$ cat src/rtl/pc_sequencer_pkg.sv
// Shared encodings for the fetch-stage PC sequencer: FSM states, mux select
// values and the HALT opcode recognised by the IF decoder.
package pc_sequencer_pkg;

    typedef enum logic [1:0] {
        ST_RUN    = 2'd0,
        ST_DRAIN  = 2'd1,
        ST_HALTED = 2'd2
    } seq_state_t;

    localparam logic PC_SEL_SEQ   = 1'b0;
    localparam logic PC_SEL_REDIR = 1'b1;

    localparam logic [6:0] HALT_OPCODE = 7'b111_1111;

endpackage

$ cat src/rtl/pc_sequencer_if.sv
// Control/status bundle between the PC sequencer and the rest of the pipeline.
// The slave side is the sequencer; the master side drives events and observes.
interface pc_sequencer_if #(
    parameter int BUS_WIDTH = 32,
    parameter int CNT_WIDTH = 32
);
    logic                 debug_mode;
    logic                 step;
    logic                 stall;
    logic                 redirect_valid;
    logic [BUS_WIDTH-1:0] redirect_target;
    logic                 halt_fetched;
    logic [BUS_WIDTH-1:0] pc;
    logic                 pc_sel;
    logic                 pc_write;
    logic                 if_flush;
    logic                 pipe_enable;
    logic                 halted;
    logic [CNT_WIDTH-1:0] cycle_count;

    modport master (
        output debug_mode, step, stall, redirect_valid, redirect_target, halt_fetched,
        input  pc, pc_sel, pc_write, if_flush, pipe_enable, halted, cycle_count
    );

    modport slave (
        input  debug_mode, step, stall, redirect_valid, redirect_target, halt_fetched,
        output pc, pc_sel, pc_write, if_flush, pipe_enable, halted, cycle_count
    );
endinterface

$ cat src/rtl/pc_sequencer_mux.sv
// Two-input next-address mux: sequential increment or taken redirect target.
module pc_sequencer_mux
    import pc_sequencer_pkg::*;
#(
    parameter int WIDTH = 32
) (
    input  logic [WIDTH-1:0] seq_addr,
    input  logic [WIDTH-1:0] redir_addr,
    input  logic             sel,
    output logic [WIDTH-1:0] next_addr
);

    assign next_addr = (sel == PC_SEL_REDIR) ? redir_addr : seq_addr;

endmodule

$ cat src/rtl/pc_sequencer.sv
// Program counter owner for the fetch stage: arbitrates redirect, stall, HALT
// drain and debug single-step, and counts cycles in which the pipeline advanced.
module pc_sequencer
    import pc_sequencer_pkg::*;
#(
    parameter int BUS_WIDTH    = 32,
    parameter int PC_INC       = 1,
    parameter int DRAIN_CYCLES = 4,
    parameter int CNT_WIDTH    = 32
) (
    input logic          clk,
    input logic          reset,
    pc_sequencer_if.slave bus
);

    localparam int DRAIN_W = (DRAIN_CYCLES > 1) ? $clog2(DRAIN_CYCLES) : 1;

    seq_state_t           state;
    logic [DRAIN_W-1:0]   drain_cnt;
    logic [BUS_WIDTH-1:0] pc_q;
    logic [BUS_WIDTH-1:0] seq_pc;
    logic [BUS_WIDTH-1:0] next_pc;
    logic [CNT_WIDTH-1:0] cycle_cnt;
    logic                 halted_q;
    logic                 ready;
    logic                 active;
    logic                 advance;
    logic                 sel;
    logic                 write_en;
    logic                 flush;
    logic                 pipe_en;

    // Control outputs stay low while reset is held and for one cycle after it.
    assign active  = reset & ready;
    assign advance = bus.debug_mode ? bus.step : 1'b1;
    assign seq_pc  = pc_q + BUS_WIDTH'(PC_INC);

    always_comb begin
        sel      = PC_SEL_SEQ;
        write_en = 1'b0;
        flush    = 1'b0;
        pipe_en  = 1'b0;
        if (active && state != ST_HALTED) begin
            pipe_en = advance;
        end
        if (active && state == ST_RUN && advance) begin
            if (bus.redirect_valid) begin
                sel      = PC_SEL_REDIR;
                write_en = 1'b1;
                flush    = 1'b1;
            end else if (!bus.stall && !bus.halt_fetched) begin
                write_en = 1'b1;
            end
        end
    end

    pc_sequencer_mux #(.WIDTH(BUS_WIDTH)) u_pc_mux (
        .seq_addr   (seq_pc),
        .redir_addr (bus.redirect_target),
        .sel        (sel),
        .next_addr  (next_pc)
    );

    always_ff @(posedge clk) begin
        if (!reset) begin
            state     <= ST_RUN;
            drain_cnt <= '0;
            pc_q      <= '0;
            cycle_cnt <= '0;
            halted_q  <= 1'b0;
            ready     <= 1'b0;
        end else begin
            ready <= 1'b1;
            if (write_en) begin
                pc_q <= next_pc;
            end
            if (pipe_en && cycle_cnt != {CNT_WIDTH{1'b1}}) begin
                cycle_cnt <= cycle_cnt + 1'b1;
            end
            case (state)
                ST_RUN: begin
                    if (pipe_en && !bus.redirect_valid && !bus.stall && bus.halt_fetched) begin
                        state     <= ST_DRAIN;
                        drain_cnt <= DRAIN_W'(DRAIN_CYCLES - 1);
                    end
                end
                ST_DRAIN: begin
                    if (pipe_en) begin
                        if (drain_cnt == '0) begin
                            state    <= ST_HALTED;
                            halted_q <= 1'b1;
                        end else begin
                            drain_cnt <= drain_cnt - 1'b1;
                        end
                    end
                end
                ST_HALTED: begin
                    halted_q <= 1'b1;
                end
                default: begin
                    state <= ST_RUN;
                end
            endcase
        end
    end

    assign bus.pc          = pc_q;
    assign bus.pc_sel      = sel;
    assign bus.pc_write    = write_en;
    assign bus.if_flush    = flush;
    assign bus.pipe_enable = pipe_en;
    assign bus.halted      = halted_q;
    assign bus.cycle_count = cycle_cnt;

endmodule

$ cat src/flat_wrapper.sv
// flat-port wrapper written by rule: the top's interface ports become plain ports
module pc_sequencer_flat import pc_sequencer_pkg::*;
#(
    parameter int BUS_WIDTH    = 32,
    parameter int PC_INC       = 1,
    parameter int DRAIN_CYCLES = 4,
    parameter int CNT_WIDTH    = 32
)
  (clk, reset, bus_debug_mode, bus_step, bus_stall, bus_redirect_valid, bus_redirect_target, bus_halt_fetched, bus_pc, bus_pc_sel, bus_pc_write, bus_if_flush, bus_pipe_enable, bus_halted, bus_cycle_count);
  pc_sequencer_if #(.BUS_WIDTH(BUS_WIDTH), .CNT_WIDTH(CNT_WIDTH)) bus_i ();
  input logic clk;
  input logic reset;
  input wire logic [$bits(bus_i.debug_mode)-1:0] bus_debug_mode;
  input wire logic [$bits(bus_i.step)-1:0] bus_step;
  input wire logic [$bits(bus_i.stall)-1:0] bus_stall;
  input wire logic [$bits(bus_i.redirect_valid)-1:0] bus_redirect_valid;
  input wire logic [$bits(bus_i.redirect_target)-1:0] bus_redirect_target;
  input wire logic [$bits(bus_i.halt_fetched)-1:0] bus_halt_fetched;
  output wire logic [$bits(bus_i.pc)-1:0] bus_pc;
  output wire logic [$bits(bus_i.pc_sel)-1:0] bus_pc_sel;
  output wire logic [$bits(bus_i.pc_write)-1:0] bus_pc_write;
  output wire logic [$bits(bus_i.if_flush)-1:0] bus_if_flush;
  output wire logic [$bits(bus_i.pipe_enable)-1:0] bus_pipe_enable;
  output wire logic [$bits(bus_i.halted)-1:0] bus_halted;
  output wire logic [$bits(bus_i.cycle_count)-1:0] bus_cycle_count;
  assign bus_i.debug_mode = bus_debug_mode;
  assign bus_i.step = bus_step;
  assign bus_i.stall = bus_stall;
  assign bus_i.redirect_valid = bus_redirect_valid;
  assign bus_i.redirect_target = bus_redirect_target;
  assign bus_i.halt_fetched = bus_halt_fetched;
  assign bus_pc = bus_i.pc;
  assign bus_pc_sel = bus_i.pc_sel;
  assign bus_pc_write = bus_i.pc_write;
  assign bus_if_flush = bus_i.if_flush;
  assign bus_pipe_enable = bus_i.pipe_enable;
  assign bus_halted = bus_i.halted;
  assign bus_cycle_count = bus_i.cycle_count;
  pc_sequencer #(.BUS_WIDTH(BUS_WIDTH), .PC_INC(PC_INC), .DRAIN_CYCLES(DRAIN_CYCLES), .CNT_WIDTH(CNT_WIDTH)) u_core (.clk(clk), .reset(reset), .bus(bus_i));
endmodule
$ cat config.mk
export PLATFORM = sky130hd
export DESIGN_NAME = pc_sequencer_flat
export DESIGN_NICKNAME = d
export VERILOG_FILES = /design/src/rtl/pc_sequencer_pkg.sv /design/src/rtl/pc_sequencer_if.sv /design/src/rtl/pc_sequencer_mux.sv /design/src/rtl/pc_sequencer.sv /design/src/flat_wrapper.sv
export SDC_FILE = /design/constraint.sdc
export NUM_CORES = 1
export LEC_CHECK = 0
export ABC_AREA = 1
export CORE_UTILIZATION = 35
export CTS_BUF_LIST = sky130_fd_sc_hd__clkbuf_16
export DETAILED_ROUTE_END_ITERATION = 12
export GPL_TIMING_DRIVEN = 0
export SYNTH_ARGS = -nofsm -noshare
export SYNTH_HDL_FRONTEND = slang
export SYNTH_SLANG_ARGS = --single-unit
$ cat constraint.sdc
create_clock -name clk -period 2.65 [get_ports clk]
set_input_delay 0.53 -clock clk [delete_from_list [all_inputs] [get_ports clk]]
set_output_delay 0.53 -clock clk [all_outputs]
set_load 0.05 [all_outputs]
After elaboration in Yosys (flattened, before gate mapping)
Index checks and enable logic that the tools add are counted.
{ "op_classes": {"n_addsub": 3, "multipliers": 0, "n_div": 0, "n_lt_le_gt_ge": 0, "n_eq_ne": 8, "n_shift": 0, "n_mux": 20, "bitwise_logic": 2, "n_reduce_logical": 18} }
{ "op_table": {"columns": ["op", "n"], "rows": [
  ["adder 32 x 1 -> 32 bit (second input constant)", 2],
  ["two-way mux 32 bit", 1],
  ["!= test 32 bit (second input constant)", 1],
  ["two-way mux 2 bit", 6],
  ["two-way mux 1 bit", 10],
  ["logical AND 1 bit", 8],
  ["AND reduction 4 bit", 2],
  ["!= test 2 bit (second input constant)", 3],
  ["one-hot mux 2 bit (3 select lines)", 1],
  ["zero test 2 bit", 2],
  ["!= test 2 x 1 -> 1 bit (second input constant)", 2],
  ["one-hot mux 2 bit (2 select lines)", 1],
  ["nonzero test 2 bit", 2],
  ["zero test 1 bit", 3],
  ["AND reduction 3 bit", 1],
  ["equality test 2 x 1 -> 1 bit (second input constant)", 1],
  ["equality test 2 bit (second input constant)", 1],
  ["one-hot mux 1 bit (2 select lines)", 1],
  ["subtractor 2 x 1 -> 2 bit (second input constant)", 1],
  ["bitwise AND 1 bit", 1],
  ["inverter 1 bit", 1]
]} }
{ "word_totals": {"register_bits": 70, "latch_bits": 0, "mem_bits_rw": 0, "romBits": 0, "output_inout_bits": 69, "word_cells": 57, "memories": 0} }

Logic depth before layout (Yosys ltp)
{ "logic_depth": {"word_depth": 8, "depth_mapped": 12} }

By module
A second synthesis with hierarchy kept.
{ "unflattened": {"hier_cells": 775, "hier_area_um2": 4788.3} }
{ "by_module_without_submodules": {"columns": ["mod", "n_inst", "cells_per_inst", "area_each_um2"], "rows": [
  ["pc_sequencer", 1, 671, 4296.6],
  ["pc_sequencer_mux", 1, 104, 491.7]
]} }

Worst setup path before layout
OpenSTA, ideal clock, no wires.
{ "synth_timing": {"path_type": "input port to output port", "start": "in reset", "end": "out bus_pc_sel", "t_arrival_ns": 1.727, "required_ns": 2.120, "path_slack_ns": 0.393, "stages": 7, "path_buffers": 3, "cell_sequence": "buf_2 > nand2_1 > nor2_2 > nand3_2 > clkinv_1 > buf_2 > buf_4"} }
{ "synth_between": {"elab_chain_len": 4} }
{ "synth_rtl": {"columns": ["item", "line_no", "source"], "rows": [
  ["from (decl)", "flat_wrapper.sv:12", "input logic reset;"],
  ["bitwise AND 1 bit", "pc_sequencer.sv:34", "assign active = reset & ready;"],
  ["logical AND 1 bit (2 in a row)", "pc_sequencer.sv:46", "if (active && state == ST_RUN && advance) begin"],
  ["two-way mux 1 bit", null, null],
  ["to (decl)", "flat_wrapper.sv:20", "output wire logic [$bits(bus_i.pc_sel)-1:0] bus_pc_sel;"]
]} }
No other way between the ends.

Worst setup path after layout
{ "layout_timing": {"start": "in reset", "end": "out bus_pc_write"} }
{ "layout_between": {"elab_chain_len": 4} }
{ "layout_rtl": {"columns": ["item", "line_no", "source"], "rows": [
  ["bitwise AND 1 bit", "pc_sequencer.sv:34", null],
  ["logical AND 1 bit (2 in a row)", "pc_sequencer.sv:46", null],
  ["two-way mux 1 bit", "pc_sequencer.sv:46", null],
  ["to (decl)", "flat_wrapper.sv:21", "output wire logic [$bits(bus_i.pc_write)-1:0] bus_pc_write;"]
]} }
No other way between the ends.

==> flow_metrics.env <==
export IMPL_clockBufferDepth=2
export IMPL_synth_cell_types=36
export IMPL_setup_tns_ns=0
export IMPL_end_kind="output port"
export IMPL_fill_cells=1408
export IMPL_dp_cells=1081
export IMPL_final_antenna_net_count=0
export IMPL_vias=5318
export IMPL_maxSlewHeadroom_pct=46.5
export IMPL_synth_top_area_share_pct=29.6
export IMPL_insertedDiodeCount=0
export IMPL_clkTransAtPathRegs_ns=0.06
export IMPL_yosysTopAreaCell="dfxtp_1"
export IMPL_grt_pass1_wl_um=24500
export IMPL_hpwl_um=11900
export IMPL_worst_setup_path_start_kind="input pin"
export IMPL_vias_per_cell=4.86
export IMPL_stdcell_count=1094
export IMPL_io_buffers=107
export IMPL_crit_path_max_incr_delay_ns=0.46
export IMPL_maxCapViolCount=0
export IMPL_rsz0062_at_grt="true"
export IMPL_cts_sinks=70
export IMPL_htreeDepth=3
export IMPL_drt_iter0_markers=352
export IMPL_crit_slowest_cell="clkdlybuf4s50_1"
export IMPL_ys_warn_count=0
export IMPL_setup_viol_count_final=0
export IMPL_timing_critical_path_buf_inv=3
export IMPL_antenna_found_initial=0
export IMPL_finalPower_mw=2.87
export IMPL_hold_viol=0
export IMPL_critPathTopFamily="buffers and inverters"
export IMPL_grt_start_max_net_pins=20
export IMPL_cts_root_buf="clkbuf_16"
export IMPL_avgSynthCellArea_um2=5.94
export IMPL_io_pins=108
export IMPL_cp_arrival_ns=2.06
export IMPL_fin_hold_ws_ns=0.484
export IMPL_finalCriticalPeriod_ns=2.59
export IMPL_slew_violations=0
export IMPL_drive_gt1_share_pct=7.19
export IMPL_hold_class="flop to flop"
export IMPL_yosysMostFrequentCell="nand2_1"
export IMPL_leakage_nw=2.34
export IMPL_overflow=0
export IMPL_drt_total_wl_um=15500
export IMPL_worstMarginPinSlew_ns=0.802
export IMPL_crit_fanout=14
export IMPL_syn_inst=798
export IMPL_async_flop_share_pct=0
export IMPL_fp_row_count=42
export IMPL_nets=961
export IMPL_die_w_um=118
export IMPL_cts_made_buffers=9
export IMPL_synthesis_area_um2=4740
export IMPL_synth_edff_count=0
export IMPL_synth_commonest_cells="nand2_1 (289), nor2_1 (125), inv_1 (71)"
export IMPL_wl_per_cell_um=14.2
export IMPL_synth_seq_cells=70
export IMPL_cts_hold_buf=0
export IMPL_grtUsageTotal_pct=22.4
export IMPL_cts_tree="done"
export IMPL_clock_fmax_ghz=0.386
export IMPL_path_class="input pin to output port"
export IMPL_cp_required_ns=2.12
export IMPL_firstDrtPassIters=6
export IMPL_gp_congestion=0.953
export IMPL_pwr_density_cell_nw_per_um2=458
export IMPL_skew_ns=0.00730
export IMPL_die_h_um=118
export IMPL_grt_pass1_vias=4638
export IMPL_synthFlopType="dfxtp_1"
export IMPL_synthTopCellsByArea="dfxtp_1 (30%), nand2_1 (23%), nor2_1 (9.9%), nand3_1 (5.8%), inv_1 (5.6%)"
export IMPL_clkLatencyLatePin_ns=0.34
export IMPL_syn_nets=844
export IMPL_period_share_pct=97.7
export IMPL_area_growth_synth_to_final_pct=32.4
export IMPL_vdd_drop_max_mv=0.277
export IMPL_start_util_pct=35.8
export IMPL_status="finished, final reports clean"
export IMPL_core_um2=13200
export IMPL_drcViolationCount=0
export IMPL_cp_cell_sequence="clkdlybuf4s50_1 -> buf_2 -> nand2_1 -> nor2_2 -> nand3_2 -> nand2_4 -> buf_4"
export IMPL_yosysSeqAreaShare_pct=29.6
export IMPL_die_area_um2=14000
-- per-layer routing --
layer / up-vias / global-route usage [%] / part of all wire, %
li1: 2762 / - / -
met1: 2365 / 29.2 / 46
met2: 172 / 36.7 / 46
met3: 19 / 5.16 / 5.8
met4: 0 / 7.04 / 1.9
met5: - / 0 / 0
-- per-stage QoR --
step / setup slack [ns] / utilization, % / area (µm²)
floorplan: 0.393 / - / 4740
global placement: -0.896 / 45.5 / 6030
detailed placement: -0.859 / 45.5 / 6030
CTS: -0.0442 / 47.3 / 6260
global route: -0.0339 / 47.4 / 6280
finish: 0.0603 / 47.4 / 6280
-- cell families after synthesis --
group / count (synthesis) / synth area share [%]
buffers and inverters: 99 / 8.84
adders and majority gates: 7 / 1.85
AOI/OAI and AO/OA: 93 / 11.6
DFF: 70 / 29.6
and+or+nand+nor: 518 / 46.1
xor gates and xnor gates: 11 / 2.03
-- final timing paths --
check	start	endpoint	slack, ns	depth (start not counted)
worst min-delay path	u_core.state[1]	u_core.state[1]	0.48	2
worst max-delay path	reset	bus_pc_write	0.06	7
worst min register to register	u_core.state[1]	u_core.state[1]	0.48	2
worst max register to register	u_core.bus.cycle_count[0]	u_core.bus.cycle_count[16]	0.64	11
-- cell type report --
cell class | count | area, µm² | area share, %
Clock buffer | 9 | 225 | 3.59
Multi-Input combinational cell | 629 | 2930 | 46.6
Buffer | 23 | 131 | 2.09
Clock inverter | 5 | 21.3 | 0.339
Sequential cell | 70 | 1400 | 22.3
Timing Repair Buffer | 108 | 1070 | 17.0
Inverter | 74 | 283 | 4.50
Tap cell | 176 | 220 | 3.51
-- registers in the layout (all words and copies together) (netlist names) --
name,cells
u_core.bus.cycle_count,32
u_core.drain_cnt,2
u_core.bus.pc,32
u_core.state,2
u_core.ready,1
u_core.bus.halted,1
-- what timing repair did --
action | 4_1_cts | 5_1_grt
gates resized for setup | 22 | 1
endpoints found under the hold margin | 0 | 0
setup endpoints to repair | 4 | 3
setup buffers | 0 | 1
-- power breakdown --
group	leakage, nW	internal (mW)	switching (mW)	total [mW]
clock network	0.131	0.609	0.451	1.06
registers	0.566	1.11	0.0490	1.16
logic	1.65	0.237	0.420	0.657
-- worst register-to-register path, cell delays in order (launching register included) --
cell     delay (ns)
dfxtp_1        0.45
ha_1           0.21
inv_1          0.09
nor2_2         0.22
nand2_4        0.11
nor2_8         0.16
nand2_4        0.06
nand2_4        0.07
inv_1          0.11
buf_2          0.22
nand2_1        0.10
a21oi_2        0.05
-- cells in the final DEF (no fill, tap or decap), drive strengths merged --
cell             n
nand2          296
nor2           138
clkdlybuf4s50  103
inv             75
dfxtp           70
nand3           56
a21oi           46
o21ai           26
buf             20
clkbuf          16
nand3b          13
o211ai           9
nor3             8
xor2             8
ha               7
nand4            4
o21bai           4
clkinv           4
xnor2            3
a31oi            3
or2              2
o21a             2
and2             1
o22ai            1
o221ai           1
a211oi           1
clkdlybuf4s15    1
No activity file was read; power rests on OpenSTA's default activity.
